**src/rtl/bcd_serial_converter.sv**
```systemverilog
// Sequential binary-to-BCD converter using the double-dabble algorithm,
// one shift-and-adjust iteration per clock, with a valid/ready handshake on each side.
module bcd_serial_converter #(
    parameter int N = 8,
    localparam int W = N + (N - 4) / 3 + 1,
    localparam int D = (W + 3) / 4,
    localparam int CW = $clog2(N + 1)
) (
    input  logic         i_clk,
    input  logic         i_areset,
    input  logic [N-1:0] i_bin,
    input  logic         i_valid,
    output logic         o_ready,
    output logic [W-1:0] o_bcd,
    output logic         o_valid,
    input  logic         i_ready,
    output logic         o_busy
);

    if (N < 4) begin : g_bad_n
        $error("bcd_serial_converter: N must be at least 4");
    end

    typedef enum logic [1:0] {IDLE, SHIFT, DONE} state_t;

    localparam logic [CW-1:0] LAST = CW'(N - 1);

    state_t          state, state_nxt;
    logic [N-1:0]    sr, sr_nxt;
    logic [D*4-1:0]  dig, dig_adj, dig_nxt;
    logic [CW-1:0]   cnt;

    function automatic logic [3:0] dabble_adj(input logic [3:0] d);
        return (d > 4'd4) ? d + 4'd3 : d;
    endfunction

    always_ff @(posedge i_clk or posedge i_areset) begin
        if (i_areset) state <= IDLE;
        else          state <= state_nxt;
    end

    always_comb begin
        state_nxt = state;
        o_ready   = 1'b0;
        o_busy    = 1'b0;
        o_valid   = 1'b0;
        case (state)
            IDLE: begin
                o_ready = 1'b1;
                if (i_valid) state_nxt = SHIFT;
            end
            SHIFT: begin
                o_busy = 1'b1;
                if (cnt == LAST) state_nxt = DONE;
            end
            DONE: begin
                o_valid = 1'b1;
                if (i_ready) state_nxt = IDLE;
            end
            default: state_nxt = IDLE;
        endcase
    end

    // All digits are adjusted from their pre-iteration values before the joint shift.
    always_comb begin
        dig_adj = '0;
        for (int i = 0; i < D; i++) begin
            dig_adj[4*i +: 4] = dabble_adj(dig[4*i +: 4]);
        end
        dig_nxt = {dig_adj[D*4-2:0], sr[N-1]};
        sr_nxt  = {sr[N-2:0], 1'b0};
    end

    always_ff @(posedge i_clk or posedge i_areset) begin
        if (i_areset) begin
            sr    <= '0;
            dig   <= '0;
            cnt   <= '0;
            o_bcd <= '0;
        end else begin
            case (state)
                IDLE: begin
                    if (i_valid) begin
                        sr  <= i_bin;
                        dig <= '0;
                        cnt <= '0;
                    end
                end
                SHIFT: begin
                    sr  <= sr_nxt;
                    dig <= dig_nxt;
                    cnt <= cnt + CW'(1);
                    // Upper digit bits beyond W can never be set, so only W bits are kept.
                    if (cnt == LAST) o_bcd <= dig_nxt[W-1:0];
                end
                default: ;
            endcase
        end
    end

endmodule

```
**config.mk**
```make
export PLATFORM = sky130hd
export DESIGN_NAME = bcd_serial_converter
export DESIGN_NICKNAME = d
export VERILOG_FILES = /design/src/rtl/bcd_serial_converter.sv
export SDC_FILE = /design/constraint.sdc
export NUM_CORES = 1
export LEC_CHECK = 0
export CORE_MARGIN = 3
export CORE_UTILIZATION = 57
export DETAILED_ROUTE_END_ITERATION = 6
export PLACE_DENSITY_LB_ADDON = 0.25
export SLEW_MARGIN = 20
export SYNTH_ARGS = -nofsm -noshare
export SYNTH_HDL_FRONTEND = slang
export SYNTH_SLANG_ARGS = --single-unit
```
**constraint.sdc**
```tcl
create_clock -name i_clk -period 2.4 [get_ports i_clk]
set_input_delay 0.48 -clock i_clk [delete_from_list [all_inputs] [get_ports i_clk]]
set_output_delay 0.48 -clock i_clk [all_outputs]
set_load 0.005 [all_outputs]
```
# Word level (Yosys, flattened, before mapping)
# Cells that the tools add are included.
dict set report totals {
  output_inout_bits 13
  ramBits 0
  n_memories 0
  inputBits 12
  register_bits 36
  elab_cells 39
  latch_bits 0
  romBits 0
}
dict set report op_classes {
  n_reduce_logical 5
  n_lt_le_gt_ge 3
  addsub 4
  mul 0
  n_mux 16
  bitwise 0
  div_mod_pow 0
  n_shift 0
  n_eq_ne 6
}
# operator count
set ops {}
lappend ops {{$pmux 12 s2} 1}
lappend ops {{$pmux 8 s2} 1}
lappend ops {{$gt 4x3->1 const B} 3}
lappend ops {{$mux 12} 1}
lappend ops {{$mux 4} 3}
lappend ops {{$add 4x2->4 const B} 2}
lappend ops {{$mux 8} 1}
lappend ops {{$pmux 4 s2} 1}
lappend ops {{$mux 2} 3}
lappend ops {{$ne 2x2->1 const B} 3}
lappend ops {{$pmux 2 s3} 1}
lappend ops {{$add 4x1->4 const B} 1}
lappend ops {{$eq 4x3->1 const B} 1}
lappend ops {{$reduce_and 2->1} 2}
lappend ops {{$add 3x2->3 const B} 1}
lappend ops {{$mux 1} 3}
lappend ops {{$mux 3} 1}
lappend ops {{$reduce_and 3->1} 1}
lappend ops {{$eq 2x1->1 const B} 1}
lappend ops {{$eq 2x2->1 const B} 1}
lappend ops {{$logic_not 2->1} 1}
lappend ops {{$reduce_bool 2->1} 1}

# Longest topological paths before layout
# Gate-level depths: netlist of the first run.
dict set report logic_depth {
  word_depth 3
  mapped_depth 6
  mapped_depth_nobuf 6
}

# Least setup slack after synthesis of the first run
# No wires, ideal clock.
dict set report synth_path {
  path_kind {reg-to-reg}
  start {reg dig[0]}
  end {reg dig[2]}
  n_path_buf 0
  path_slack_ps 940
  synth_period_minus_slack_ps 1460
  setup_time_ps 83
  t_arrival_ps 1378
  stages_incl_launch_ff 7
  required_ps 2317
  cell_sequence {dfrtp_1 > inv_1 > ha_1 > inv_1 > a21oi_1 > mux2_2 > o21ai_0}
}
dict set report synth_between {
  elab_chain_len 3
  elab_cells_between_ends 4
  cone_classes {add/sub: 1; order compare: 1; mux: 2}
}
# item line
set synth_lines {}
lappend synth_lines {{start, declared} 30} ;# logic [D*4-1:0] dig, dig_adj, dig_nxt;
lappend synth_lines {{start signal, assigned} 91} ;# dig <= dig_nxt;
lappend synth_lines {{$add 4x2->4 or $gt 4x3->1 (tied branches)} 34} ;# return (d > 4'd4) ? d + 4'd3 : d;
lappend synth_lines {{$mux 4 (*)} 34}
lappend synth_lines {{$pmux 12 s2 (*)} 81} ;# case (state)
# Mark *: on every way between the ends. The rest lies on a longest branch, timed or not.
# A chain may end at the register's enable or synchronous reset.

# Worst setup path in the final report of the first run
dict set report layout_path {
  start {reg state[0]}
  end {out o_busy}
}
dict set report layout_between {
  elab_chain_len 2
}
# item line
set layout_lines {}
lappend layout_lines {{start, declared} 28} ;# state_t state, state_nxt;
lappend layout_lines {{start signal, assigned} 39} ;# else state <= state_nxt;
lappend layout_lines {{$eq 2x1->1} 47} ;# case (state)
lappend layout_lines {{$mux 1} 47}
lappend layout_lines {{end, declared} 17} ;# output logic o_busy
# Every way passes these cells.

==> results of run 1 <==
## cell families after synthesis
kind of cell,Yosys count
XOR/XNOR,3
AO/OA/AOI/OAI,51
adder cells (fa/ha/maj),6
multiplexers,8
AND/OR/NAND/NOR,44
flip-flops,36
buffers and inverters,20
## metrics by stage
step / setup slack (ns) / instance area [um2] / hold slack, ns / total power, mW
after CTS: 0.0560 / 2080 / 0.488 / 2.82
final: 0.196 / 2090 / 0.481 / 2.82
after global placement: 0.495 / 2020 / 0.461 / 2.36
after detailed placement: 0.444 / 2020 / 0.463 / 2.47
after floorplan: 0.940 / 1750 / 0.450 / 2.03
after global routing: 0.0685 / 2090 / 0.515 / 3.07
## power by group through the flow
stage                     Sequential [mW]  Combinational, mW  Clock [mW]
after floorplan                      1.06              0.963           0
after global placement               1.10               1.26           0
after detailed placement             1.12               1.35           0
after CTS                            1.11               1.36       0.361
after global routing                 1.15               1.52       0.399
final                                1.11               1.35       0.356
## worst paths after layout
path / to / start / depth (start not counted) / slack [ns]
max in group asynchronous: state[0]$_DFFE_PP0P_ / i_areset / 3 / 1.52
min in group asynchronous: dig[3]$_DFFE_PP0P_ / i_areset / 3 / 0.53
worst min-delay path: o_bcd[0]$_DFFE_PP0P_ / o_bcd[0]$_DFFE_PP0P_ / 2 / 0.48
worst max-delay path: o_busy / state[0]$_DFFE_PP0P_ / 3 / 0.20
worst min register to register: o_bcd[0]$_DFFE_PP0P_ / o_bcd[0]$_DFFE_PP0P_ / 2 / 0.48
worst max register to register: dig[6]$_DFFE_PP0P_ / dig[4]$_DFFE_PP0P_ / 6 / 0.76
## final cells by class
class,count,area (um2)
clock buffer,7,65.1
tap,31,38.8
sequential,36,902
fill,207,767
multi-input combinational,112,753
timing repair buffer,29,278
inverter,13,48.8
## critical path, stage by stage, from the launching register on
cell and delay [ns]:
dfrtp_2 0.49, nand2b_2 0.15, inv_2 0.21, clkdlybuf4s50_1 0.54
## metal layers
layer / global-route usage, % / part of all wire (%) / wire, um
met5: 0 / 0 / 0
met3: 7.97 / 4.3 / 151
met2: 39.1 / 52 / 1830
met1: 25.6 / 42 / 1470
met4: 9.39 / 1.0 / 36
## cells in the mapped netlist (all sizes together), types with 3 or more instances
cell type | n | area [um2]
xnor2 | 3 | 26.3
o21ai | 23 | 130
a21oi | 9 | 48.8
nor3b | 3 | 22.5
nand2 | 23 | 86.3
nor3 | 4 | 20.0
a22o | 11 | 96.3
a22oi | 4 | 30.0
o21bai | 3 | 26.3
mux2 | 7 | 78.8
buf | 6 | 47.5
ha | 6 | 75.1
inv | 13 | 48.8
nor2 | 7 | 33.8
dfrtp | 36 | 901
## flip-flops by register name (all words and copies together), names as in the netlist
name	cells
cnt	4
dig	12
o_bcd	10
sr	8
state	2
## what timing repair did
action,CTS,global route
gates resized for setup,0,1
setup endpoints to repair,0,1
hold buffers,0,0
==> run_results.csv, run 1 <==
group,metric,value,unit
status,status,"completed",
yosys,synth_nets,186,
drt,drc_errors,0,
die,coreArea,0.00285,mm2
drt,firstDrtPassIters,4,
drt,post_drt_wl_per_cell,15.3,um
yosys,ys_seq_area_share,51.4,%
cts,cts_buffer_depth,2,
yosys,ys.warnings.count,0,
drt,first_iter_violations,33,
placement,hpwl,2560,um
sta,rsz0062_at_grt,"no",
die,rows,19,
cts,cts_sinks,36,
global_routing,grt_pass1_wl,6120,um
critical_path,crit_path_start_kind,"flop",
critical_path,arrival,1.72,ns
die,die_area,0.00378,mm2
sta,finalCritPeriodShare,91.8,%
drt,via_count,1317,
critical_path,cp.required,1.92,ns
sta,drv_slew,0,
global_routing,track_usage,22.7,%
sta,fmax,0.454,GHz
final_layout,finalNonFillerCells,228,
yosys,netlist_instances,168,
final_layout,mostFrequentLayoutCells,"35 x dfrtp_1, 24 x clkdlybuf4s50_1, 23 x nand2_1",
die,fp.dieH,61.5,um
final_layout,final_nets,215,
power,pwr-share-comb,47.8,%
global_routing,grt.overflow.total,0,
die,ios,25,
yosys,synth_top_family_by_area,"compound AO/OA/AOI/OAI gates",
global_routing,grt_max_degree,37,
cts,cts_buffers,5,
power,switchingPower,1.07,mW
power,clkPwrFrac,12.6,%
die,initial_core_util,61.5,%
cts,path_clk_slew,0.11,ns
power,p_per_area,1350,mW/mm2
cts,insertion_delay,0.34,ns
sta,setup_viol,0,
final_layout,drive_above_1_share,15.2,%
worst_hold_path,hold_path.class,"reg -> reg",
placement,place_congestion,0.759,
yosys,yosys.area_share.simple,12.8,%
power,leakagePower,0.981,nW
critical_path,cp-end-kind,"primary output",
sta,post-route-min-period,2.20,ns
power,swShare,38.2,%
power,vdd_drop_max,0.000585,V
drt,finalWirelength,3490,um
yosys,syn_area_per_cell,10.4,um2
final_layout,diodes,0,
yosys,ys.flop_type,"dfrtp_1",
final_layout,final_common_cell,"dfrtp_1",
sta,slew_headroom,71.0,%
cts,cts_max_level,2,
die,die_x,61.5,um
global_routing,antenna_found_initial,0,
power,pwr-share-seq,39.6,%
global_routing,grt_pass1_vias,1389,
critical_path,crit_fanout,11,
yosys,synth-async-reset-ratio,100,%
placement,portBuffers,24,
placement,dp_cells,221,
critical_path,crit_type,"reg -> out",
yosys,synth_compound_area_share,19.3,%
cts,cts-root-buf,"clkbuf_4",
sta,worst_slew_pin_slew,0.436,ns
drt,vias_per_cell,5.78,
yosys,synth_area,0.00175,mm2
final_layout,fin_util,73.1,%
power,intPower,1.74,mW
yosys,synth_seq_cells,36,
sta,tns,0,ns
sta,fin_skew,0.00932,ns
sta,hold_viol,0,
yosys,synth-xor-area-share,1.50,%
cts,cts_setup_buffers,0,
yosys,synth.distinct_cells,31,
cts,cts_tree,"done",
job,cap_violations,0,
yosys,synth_mux_area_share,5.06,%
drt,final_antenna_net_count,0,
yosys,synth_fa_ha_area_share,4.28,%
final_layout,areaGrowthSynthToFinish,18.9,%
yosys,synth_edf_count,0,
Power figures use the tool's default switching activity.
==> run 2, diff against run 1 <==
--- a/config.mk
+++ b/config.mk
@@ -6,9 +6,10 @@
 export NUM_CORES = 1
 export LEC_CHECK = 0
 export CORE_MARGIN = 3
-export CORE_UTILIZATION = 57
+export CORE_UTILIZATION = 48
 export DETAILED_ROUTE_END_ITERATION = 6
 export PLACE_DENSITY_LB_ADDON = 0.25
+export SETUP_SLACK_MARGIN = 0.5
 export SLEW_MARGIN = 20
 export SYNTH_ARGS = -nofsm -noshare
 export SYNTH_HDL_FRONTEND = slang
==> constraint.sdc (replaced) <==
create_clock -name i_clk -period 1.8 [get_ports i_clk]
set_input_delay 0.36 -clock i_clk [delete_from_list [all_inputs] [get_ports i_clk]]
set_output_delay 0.36 -clock i_clk [all_outputs]
set_load 0.005 [all_outputs]
==> run 2 against run 1 <==
Via count up 19%. Sequential power up 38%. Cell area up 27%. Largest power group unchanged. Core utilization up 4.2 points. Flip-flop and latch count unchanged.
==> run_results.csv, run 2 (synthesis results as in run 1) <==
group,metric,value,unit
status,status,"completed",
critical_path,cp-end-kind,"primary output",
drt,drc_errors,0,
drt,post_drt_wl_per_cell,17.2,um
drt,firstDrtPassIters,4,
cts,path_clk_slew,0.11,ns
die,initial_core_util,51.4,%
power,totalPowerFinal,5.02,mW
final_layout,drive_above_1_share,53.0,%
global_routing,grt_max_degree,37,
cts,cts_tree,"done",
sta,drv_slew,0,
placement,place_congestion,0.842,
critical_path,r2r-end,"o_bcd[9]$_DFFE_PP0P_",
die,die_area,0.00442,mm2
placement,dpl-instance-area,0.00211,mm2
critical_path,r2r_cells,6,
global_routing,grt.overflow.total,0,
critical_path,arrival,1.22,ns
cts,hold_buffers,0,
sta,post-route-min-period,1.58,ns
final_layout,finalNonFillerCells,276,
global_routing,antenna_found_initial,0,
cts,cts_max_level,2,
final_layout,diodes,0,
global_routing,grt_pass1_wl,7330,um
critical_path,crit_path_start_kind,"flop",
power,p_per_area,1900,mW/mm2
final_layout,largest_reg_flops,12,
final_layout,final_nets,247,
critical_path,crit_type,"reg -> out",
die,coreArea,0.00342,mm2
drt,first_iter_violations,112,
final_layout,design_area,0.00264,mm2
power,leakagePower,1.28,nW
sta,worst_hold_slack,0.409,ns
placement,dp_cells,240,
critical_path,cp.required,1.44,ns
drt,finalWirelength,4740,um
final_layout,areaGrowthSynthToFinish,50.6,%
cts,cts_sinks,36,
final_layout,mostFrequentLayoutCells,"34 x dfrtp_1, 21 x buf_4, 14 x nand2_2, 14 x buf_6, 12 x o21ai_2",
cts,cts_buffers,5,
drt,via_count,1565,
final_layout,top_regs,"dig (12), o_bcd (10), sr (8)",
placement,dp_slack,0.208,ns
critical_path,r2r-start,"dig[8]$_DFFE_PP0P_",
sta,slew_headroom,69.9,%
cts,cts_buffer_depth,2,
sta,tns,0,ns
global_routing,track_usage,22.6,%
final_layout,largest-register,"dig",
die,die_x,66.5,um
critical_path,crit_fanout,2,
die,ios,25,
drt,final_antenna_net_count,0,
sta,worst_slew_pin_slew,0.451,ns
critical_path,rrSetupSlack,0.29,ns
sta,setup_viol,0,
placement,portBuffers,24,
global_routing,grt_pass1_vias,1547,
placement,hpwl,2560,um
sta,hold_viol,0,
die,fp.dieH,66.5,um
final_layout,final_common_cell,"dfrtp_1",
sta,rsz0062_at_grt,"yes",
die,rows,21,
worst_hold_path,hold_path.class,"in -> async",
sta,fin_skew,0.0122,ns
cts,cts-root-buf,"clkbuf_4",
sta,fmax,0.631,GHz
power,vdd_drop_max,0.000950,V
final_layout,fin_util,77.3,%
sta,worst_slack,0.216,ns
cts,insertion_delay,0.35,ns
job,cap_violations,0,
drt,vias_per_cell,5.67,
sta,finalCritPeriodShare,88.0,%
==> run 2: cell types whose count changed in the layout (fill, tap and decap cells not counted), sizes merged <==
cell,delta
buf,+43
clkbuf,+2
bufinv,+1
clkdlybuf4s50,-13
==> run 2: cell type report <==
type | instances | area [um2]
fill | 208 | 774
timing repair buffer | 61 | 551
multi-input combinational | 112 | 986
inverter | 13 | 48.8
sequential | 36 | 903
clock inverter | 1 | 30.0
clock buffer | 7 | 65.1
tap | 46 | 57.6
==> run 2: worst max path at each step <==
stage / start / end / depth (start not counted)
after floorplan: dig[1]$_DFFE_PP0P_ / dig[2]$_DFFE_PP0P_ / 6
after global placement: state[1]$_DFFE_PP0P_ / o_busy / 3
after detailed placement: state[1]$_DFFE_PP0P_ / o_busy / 3
after CTS: state[0]$_DFFE_PP0P_ / o_busy / 5
after global routing: state[1]$_DFFE_PP0P_ / o_valid / 5
final: state[0]$_DFFE_PP0P_ / o_busy / 5
==> run 2: power breakdown <==
group          switching [mW]  total, mW  internal [mW]  leakage [nW]
combinational            1.33       2.84           1.51         0.774
sequential              0.353       1.53           1.18         0.456
clock                   0.278      0.647          0.369        0.0515
==> run 2: routing by layer <==
layer	up-vias	global-route usage, %	wire [um]
li1	706	-	-
met1	791	26.1	1890
met2	53	37.5	2470
met3	15	5.06	216
met4	0	14.2	160
met5	-	0	0
==> run 2: repair_timing <==
action | CTS | global route
buffers inserted | 22 | 3
gates cloned | 3 | 0
setup endpoints to repair | 43 | 41
resized for setup | 101 | 38
pin swaps | 28 | 12
==> run 2: worst max-delay path: stages, from the launching register on <==
cell and delay [ns]:
dfrtp_2 0.43, buf_6 0.12, buf_12 0.11, nand2b_4 0.07, inv_2 0.04, buf_6 0.10
==> run 3, diff against run 2 <==
--- a/config.mk
+++ b/config.mk
@@ -6,7 +6,7 @@
 export NUM_CORES = 1
 export LEC_CHECK = 0
 export CORE_MARGIN = 3
-export CORE_UTILIZATION = 48
+export CORE_UTILIZATION = 30
 export DETAILED_ROUTE_END_ITERATION = 6
 export PLACE_DENSITY_LB_ADDON = 0.25
 export SETUP_SLACK_MARGIN = 0.5
==> run 3 against run 2 <==
First-iteration DRC count down 47%. Combinational power down 6%. Critical endpoint is now o_bcd[1]$_DFFE_PP0P_. Critical path depth unchanged. Sequential power about the same. Clock skew down 0.0085 ns. Worst setup slack better by 0.12 ns. Non-clock buffer count down 7. Hold slack better by 0.014 ns. Count of clock-buffer cells in the layout down 1. Global-route usage down 8.9 points. Flip-flop and latch count unchanged.
==> run_results.csv, run 3 (synthesis results as in run 1) <==
group,metric,value,unit
cts,hold_buffers,0,
critical_path,crit_type,"reg -> reg",
power,vdd_drop_max,0.000636,V
cts,cts-root-buf,"clkbuf_8",
final_layout,final_common_cell,"dfrtp_1",
sta,post-route-min-period,1.47,ns
die,ios,25,
drt,via_count,1382,
power,p_per_area,1810,mW/mm2
cts,cts_sinks,36,
critical_path,arrival,1.64,ns
die,rows,27,
final_layout,drive_above_1_share,42.2,%
sta,rsz0062_at_grt,"yes",
critical_path,cpPeakStageDelay,0.40,ns
final_layout,final_nets,240,
cts,cts_max_level,2,
global_routing,antenna_found_initial,0,
global_routing,grt.overflow.total,0,
drt,vias_per_cell,4.68,
drt,post_drt_wl_per_cell,13.8,um
sta,drv_slew,0,
final_layout,areaGrowthSynthToFinish,51.5,%
sta,tns,0,ns
critical_path,critPathBufInv,2,
die,fp.dieH,82.5,um
power,totalPowerFinal,4.81,mW
sta,setup_viol,0,
drt,first_iter_violations,59,
cts,insertion_delay,0.28,ns
final_layout,mostFrequentLayoutCells,"35 x dfrtp_1, 17 x buf_4, 12 x nand2_1",
sta,fmax,0.681,GHz
cts,cts_buffer_depth,2,
placement,place_congestion,0.739,
sta,finalCritPeriodShare,81.6,%
critical_path,cpMostUsedCell,"buf_6",
sta,worst_slew_pin_slew,0.310,ns
critical_path,crit_family,"flip-flops",
global_routing,grt_max_degree,37,
power,leakagePower,1.29,nW
placement,hpwl,2490,um
job,cap_violations,0,
die,coreArea,0.00557,mm2
status,status,"completed",
cts,path_clk_slew,0.07,ns
final_layout,diodes,0,
critical_path,cp.required,1.97,ns
final_layout,largest_reg_flops,12,
drt,firstDrtPassIters,4,
sta,hold_viol,0,
sta,fin_skew,0.00370,ns
cts,cts_buffers,5,
drt,finalWirelength,4080,um
critical_path,slowest_stage,"dfrtp_1",
placement,portBuffers,24,
final_layout,fin_util,47.7,%
critical_path,cp-end-kind,"flop",
critical_path,crit_fanout,6,
global_routing,track_usage,13.7,%
sta,slew_headroom,79.3,%
die,die_x,82.5,um
critical_path,crit_chain,"buf_6 > buf_6 > nand4b_4 > nor2_4 > mux2_4",
cts,cts_tree,"done",
worst_hold_path,hold_path.class,"in -> async",
global_routing,grt_pass1_vias,1427,
die,die_area,0.00680,mm2
drt,final_antenna_net_count,0,
critical_path,crit_path_start_kind,"flop",
global_routing,grt_pass1_wl,7090,um
final_layout,largest-register,"dig",
drt,drc_errors,0,
final_layout,top_regs,"dig (12), o_bcd (10), sr (8)",
die,initial_core_util,31.5,%
==> run 3: cell count changes in the layout (fill, tap and decap cells not counted), moves of 4 or more <==
cell,before,now
clkdlybuf4s15_1,0,10
nand2_2,14,4
buf_2,9,1
buf_6,14,9
clkbuf_4,5,0
nand2_1,7,12
nand2_4,2,7
buf_4,21,17
clkbuf_8,2,6
o21ai_0,1,5
==> run 3: tightest hold or removal path: stages <==
cell and delay [ns]:
clkdlybuf4s50_1 0.39, inv_1 0.09, buf_12 0.23
==> run 3: final cells by class <==
type | instances | area [um2]
Inverter | 13 | 48.8
Fill cell | 538 | 2920
Sequential cell | 36 | 902
Clock buffer | 6 | 82.6
Clock inverter | 2 | 10.0
Timing Repair Buffer | 54 | 579
Tap cell | 72 | 90.1
Multi-Input combinational cell | 112 | 945
==> run 3: path summary, 6_finish.rpt <==
kind	startpoint	endpoint	slack (ns)	cells after the start
worst min-delay path	i_areset	o_bcd[7]$_DFFE_PP0P_	0.42	3
worst max register to register	state[0]$_DFFE_PP0P_	o_bcd[1]$_DFFE_PP0P_	0.33	5
worst max-delay path	state[0]$_DFFE_PP0P_	o_bcd[1]$_DFFE_PP0P_	0.33	5
min in group i_clk	o_bcd[8]$_DFFE_PP0P_	o_bcd[8]$_DFFE_PP0P_	0.48	2
worst min register to register	o_bcd[8]$_DFFE_PP0P_	o_bcd[8]$_DFFE_PP0P_	0.48	2
max in group asynchronous	i_areset	state[1]$_DFFE_PP0P_	1.17	3
==> run 3: power breakdown <==
group	internal, mW	switching [mW]	leakage, nW
Sequential	1.18	0.368	0.456
Combinational	1.52	1.14	0.784
Clock	0.306	0.294	0.0510
Total	3.01	1.80	1.29
==> run 3: per-stage QoR <==
stage          setup WS, ns  hold slack (ns)  cells  area (um2)
2_1_floorplan         0.472            0.450    168        1800
3_3_place_gp          0.260            0.462    266        2170
3_5_place_dp          0.209            0.466    266        2170
4_1_cts               0.333            0.426    292        2520
5_1_grt               0.270            0.431    295        2660
6_report              0.331            0.423    295        2660
==> run 3: per-layer routing <==
layer,global-route usage [%],part of all wire [%]
met2,20.9,47
met4,4.82,1.2
met5,0,0
met3,3.15,3.0
met1,19.0,49
==> run 3: repair_timing <==
| action | 4_1_cts | 5_1_grt |
|---|---|---|
| buffers inserted | 15 | 2 |
| gates cloned | 3 | 1 |
| setup endpoints to repair | 48 | 42 |
| pin swaps | 16 | 12 |
| gates resized for setup | 66 | 33 |
